===== config.mk =====
export PLATFORM = sky130hd
export DESIGN_NAME = cdc_fifo_stream_adapter
export DESIGN_NICKNAME = d
export VERILOG_FILES = /design/src/rtl/cdc_pkg.sv /design/src/rtl/stream_fifo2.sv /design/src/rtl/cdc_fifo_stream_adapter.sv
export SDC_FILE = /design/constraint.sdc
export NUM_CORES = 1
export LEC_CHECK = 0
export CAP_MARGIN = 5
export CORE_UTILIZATION = 48
export CTS_CLUSTER_SIZE = 30
export DETAILED_ROUTE_END_ITERATION = 8
export DONT_BUFFER_PORTS = 1
export PLACE_DENSITY = 0.61
export SLEW_MARGIN = 20
export SYNTH_ARGS = -nofsm -noshare
export SYNTH_HDL_FRONTEND = slang
export SYNTH_HIERARCHICAL = 1
export SYNTH_SLANG_ARGS = --single-unit

===== constraint.sdc =====
create_clock -name clk_i -period 4.2 [get_ports clk_i]
set_input_delay 0.63 -clock clk_i [delete_from_list [all_inputs] [get_ports clk_i]]
set_output_delay 0.63 -clock clk_i [all_outputs]
set_load 0.03 [all_outputs]

===== src/rtl/cdc_pkg.sv =====
// Shared types for the CDC FIFO read-side stream adapter.
package cdc_pkg;

    localparam int BUF_DEPTH = 2;

    typedef logic [1:0] buf_level_t;

endpackage


===== src/rtl/stream_fifo2.sv =====
// Two-entry in-order skid store; entry 0 is always the head so the stream data is a flop output.
module stream_fifo2
    import cdc_pkg::*;
#(
    parameter int DATA_WIDTH = 16
) (
    input  logic                  clk_i,
    input  logic                  rst_ni,
    input  logic                  push_i,
    input  logic [DATA_WIDTH-1:0] data_i,
    input  logic                  pop_i,
    output logic [DATA_WIDTH-1:0] head_o,
    output buf_level_t            level_o
);

    logic [DATA_WIDTH-1:0] e0_q, e0_d, e1_q, e1_d;
    buf_level_t            level_q, level_d;

    always_comb begin
        e0_d    = e0_q;
        e1_d    = e1_q;
        level_d = buf_level_t'(level_q + buf_level_t'(push_i) - buf_level_t'(pop_i));
        if (pop_i) e0_d = e1_q;
        // A word lands in the head slot whenever the head is (or becomes) free this cycle.
        if (push_i) begin
            if (level_q == 2'd0 || (level_q == 2'd1 && pop_i)) e0_d = data_i;
            else                                                e1_d = data_i;
        end
    end

    always_ff @(posedge clk_i or negedge rst_ni) begin
        if (!rst_ni) begin
            e0_q    <= '0;
            e1_q    <= '0;
            level_q <= '0;
        end else begin
            e0_q    <= e0_d;
            e1_q    <= e1_d;
            level_q <= level_d;
        end
    end

    assign head_o  = e0_q;
    assign level_o = level_q;

    a_no_overflow: assert property (@(posedge clk_i) disable iff (!rst_ni)
        !(push_i && !pop_i && level_q == buf_level_t'(BUF_DEPTH)));

endmodule


===== src/rtl/cdc_fifo_stream_adapter.sv =====
// Read-domain adapter: pulls words from cdc_async_fifo and presents a valid/ready stream.
// Optional frame LAST tagging is enabled by defining CDC_FIFO_STREAM_LAST_EN.
module cdc_fifo_stream_adapter
    import cdc_pkg::*;
#(
    parameter int DATA_WIDTH = 16,
    parameter int FRAME_LEN  = 640
) (
    input  logic                  clk_i,
    input  logic                  rst_ni,
    output logic                  fifo_rd_en_o,
    input  logic [DATA_WIDTH-1:0] fifo_rd_data_i,
    input  logic                  fifo_empty_i,
    output logic [DATA_WIDTH-1:0] m_data_o,
    output logic                  m_valid_o,
    input  logic                  m_ready_i,
    output logic                  m_last_o,
    output logic [1:0]            level_o
);

    if (FRAME_LEN < 1) begin : g_bad_frame_len
        $error("FRAME_LEN must be >= 1");
    end

    logic       pop;
    logic       inflight_q;
    buf_level_t level;
    logic [2:0] occupancy;

    assign pop       = m_valid_o & m_ready_i;
    assign occupancy = {1'b0, level} + {2'b0, inflight_q};

    // Reserve a slot for every word in flight; a same-cycle pop frees one, hence the ready path.
    assign fifo_rd_en_o = rst_ni & ~fifo_empty_i & ((occupancy < 3'(BUF_DEPTH)) | pop);

    always_ff @(posedge clk_i or negedge rst_ni) begin
        if (!rst_ni) inflight_q <= 1'b0;
        else         inflight_q <= fifo_rd_en_o;
    end

    stream_fifo2 #(.DATA_WIDTH(DATA_WIDTH)) u_buf (
        .clk_i   (clk_i),
        .rst_ni  (rst_ni),
        .push_i  (inflight_q),
        .data_i  (fifo_rd_data_i),
        .pop_i   (pop),
        .head_o  (m_data_o),
        .level_o (level)
    );

    assign m_valid_o = (level != '0);
    assign level_o   = level;

`ifdef CDC_FIFO_STREAM_LAST_EN
    localparam int              CW       = (FRAME_LEN > 1) ? $clog2(FRAME_LEN) : 1;
    localparam logic [CW-1:0]   LAST_CNT = CW'(FRAME_LEN - 1);

    logic [CW-1:0] cnt_q, cnt_d;

    always_comb begin
        cnt_d = cnt_q;
        if (pop) cnt_d = (cnt_q == LAST_CNT) ? '0 : cnt_q + 1'b1;
    end

    always_ff @(posedge clk_i or negedge rst_ni) begin
        if (!rst_ni) cnt_q <= '0;
        else         cnt_q <= cnt_d;
    end

    assign m_last_o = m_valid_o & (cnt_q == LAST_CNT);
`else
    assign m_last_o = 1'b0;
`endif

endmodule


==> metrics.md <==
| Metric | Value |
|---|---|
| Total GRT Usage | `16.8%` |
| Ports | `41` |
| Skew final | `0.00881 ns` |
| Die H | `60.2 um` |
| Fin. max-slew vios | `0` |
| Synth Flop Type | `dfrtp_1` |
| Drc violations | `0` |
| Required @ worst endpoint | `4.42 ns` |
| Endpoints failing hold | `0` |
| ANT cells | `0` |
| Via count | `797` |
| Grt ovf | `0` |
| Run status | `finished clean` |
| Buffers on Ports | `0` |
| Max Buffers Root-to-Sink | `2` |
| Final setup fails | `0` |
| Share of cells above drive strength 1 | `55.1%` |
| Data arrival, critical path | `2.81 ns` |
| CP max-delay cell | `or3_1` |
| CP endpoint kind | `register` |
| Final Critical Period | `2.59 ns` |
| Post-synthesis sequential area ratio | `53.8%` |
| Setup TNS | `0 ns` |
| Detailed-route vias per instance | `5.28` |
| First DRT Iteration DRCs | `14` |
| Fmax achieved | `386 MHz` |
| Top-area cell type share of the netlist area | `53.8%` |
| Post-DP Area | `1620 sq um` |
| Die area | `3630 sq um` |
| Root buf cell | `clkbuf_4` |
| Die X | `60.2 um` |
| Area delta synth->final | `4.08%` |
| Mean Syn Cell Area | `15.6 sq um` |
| # hold bufs at CTS | `1` |
| Synth area leader | `dfrtp_1` |
| Ranking of synthesized cells by area | `dfrtp_1 (54%), mux2_2 (26%), mux2_4 (9.2%)` |
| Peak supply drop | `0.290 mV` |
| Post-Syn Instances | `104` |
| CTS-repair resized insts | `0` |
| H-tree Lvls | `2` |
| Worst-path cell chain | `or2_4 -> and2_4 -> nor2b_2 -> or3_1 -> mux2_2` |
| Nets | `128` |
| Synth Warn # | `6` |
| Power Total | `1.43 mW` |
| Number of cell rows | `20` |
| Clock sinks | `35` |
| Buffer count from post-CTS setup fixing | `0` |
| Reg area | `876 sq um` |
| HP Class | `in2async` |
| Cell area after layout | `1690 sq um` |
| Worst Setup SP | `u_buf/level_o[1]$_DFF_PN0_` |
| Core box area | `3130 sq um` |
| Initial antenna violation count | `0` |
| Largest net degree at the start of global routing | `36` |
| Vias in the first global route | `878` |
| Area of the multi-input gates | `681 sq um` |
| Avg WL per Cell | `17.2 um` |
| Pwr per Cell Area | `842 nW/um^2` |
| Syn nets | `126` |
| CTS clk-pin slew, worst paths | `0.11 ns` |
| First-pass GRT wire length | `4160 um` |
| Hpwl dp | `1670 um` |
| Ys async rst share | `100%` |
| R2R Setup Slk | `1.61 ns` |
| GP Congestion | `0.605` |
| RSZ-0062 raised after global routing | `false` |
| DRT Pass-1 Iters | `2` |
| Static leakage | `0.769 nW` |
| Fillers | `280` |
| Critical path peak fanout | `18` |
| FF+latch count, synth | `35` |
| Post-Synthesis Cell Area | `1630 sq um` |
| Crit-path max cell delay | `0.74 ns` |
| Setup CP Type | `reg2reg` |
| Post-synth EDFFs | `0` |
| Worst R2R Start | `u_buf/level_o[1]$_DFF_PN0_` |
| Final wirelength | `2590 um` |
| TritonCTS Buffers | `5` |
| Clock latency on the worst-skew pair | `0.34 ns` |
| Worst Max-Slew Pin Slew | `0.938 ns` |
| Final worst path period share | `61.6%` |
| Crit start category | `register` |
| CTS tree | `done` |
| Post-DRT Antenna Nets | `0` |
| Max-Cap Viols | `0` |
| Starting Density | `52.0%` |
| Max-slew headroom | `37.5%` |
| Post-synth cell types | `19` |
## cells in the final DEF, fill, tap and decap left out
| master | instances |
|---|---|
| or3_1 | 1 |
| mux2_2 | 38 |
| clkbuf_1 | 2 |
| conb_1 | 1 |
| clkbuf_4 | 5 |
| or2_4 | 1 |
| nor2b_2 | 1 |
| and2_4 | 1 |
| dfrtp_1 | 35 |
| mux2_4 | 10 |
| buf_12 | 1 |
| inv_1 | 3 |
| o21ai_2 | 1 |
| ha_1 | 2 |
| xnor2_1 | 2 |
| o211a_1 | 1 |
| clkinv_2 | 1 |
| a21oi_1 | 1 |
## cell families (layout without fill, tap and decap cells)
group / after synthesis / in the layout / share of synthesized area, %
other: 1 / 1 / 0.231
xor gates and xnor gates: 2 / 2 / 1.08
buffers and inverters: 9 / 12 / 4.31
AOI/OAI and AO/OA: 3 / 3 / 1.46
muxes: 48 / 48 / 35.5
and+or+nand+nor: 4 / 4 / 2.00
DFF: 35 / 35 / 53.8
adders and majority gates: 2 / 2 / 1.54
## state kept, by name (all words and copies together) (netlist names)
| name | cells |
|---|---|
| u_buf/e1_q | 16 |
| u_buf/head_o | 16 |
| u_buf/level_o | 2 |
| inflight_q | 1 |
## critical path, delay by kind of cell, from the launching register on
family	cells	cell delay, ns
flops	1	0.55
mux	1	0.41
simple gates	4	1.52
## report_power, final
part / switching (mW) / internal [mW]
sequential: 0.285 / 0.506
clock: 0.109 / 0.0652
combinational: 0.152 / 0.309
total: 0.546 / 0.879
## worst paths after layout
path / end / depth (start not counted)
min in group clk_i: u_buf/e1_q[0]$_DFFE_PN0P_ / 1
min reg2reg: u_buf/e1_q[5]$_DFFE_PN0P_ / 1
max in group asynchronous: u_buf/head_o[5]$_DFF_PN0_ / 1
min: u_buf/head_o[0]$_DFF_PN0_ / 1
max reg2reg: u_buf/head_o[1]$_DFF_PN0_ / 5
max: u_buf/head_o[1]$_DFF_PN0_ / 5
## area by class of cell
| cell class | count | share of cell area (%) |
|---|---|---|
| flip-flops and latches | 35 | 51.7 |
| clock inverters | 1 | 0.296 |
| clock buffers | 7 | 2.66 |
| inverters | 3 | 0.665 |
| multi-input cells | 60 | 40.2 |
| repair buffers | 1 | 1.18 |
| well taps | 44 | 3.25 |
## stage by stage
stage | utilization (%) | hold slack, ns | std cells | worst slack (ns)
2_1_floorplan | - | 0.334 | 104 | 2.03
3_3_place_gp | 51.9 | 0.335 | 142 | 1.62
3_5_place_dp | 51.9 | 0.336 | 142 | 1.59
4_1_cts | 54.1 | 0.104 | 151 | 1.58
5_1_grt | 54.1 | 0.0903 | 151 | 1.44
6_report | 54.1 | 0.111 | 151 | 1.61
## layer usage
layer	share of wire (%)	up-vias	GRT usage [%]
met5	0	-	0
met4	2.2	0	9.97
met3	10	7	7.58
met2	47	30	25.4
met1	40	391	19.4
li1	-	369	-
## synthesized netlist by cell type, types with 2 or more instances
master	instances
mux2_2	38
dfrtp_1	35
mux2_4	10
inv_1	3
buf_6	2
ha_1	2
xnor2_1	2
Note: power is estimated with default switching activity, not from simulation.
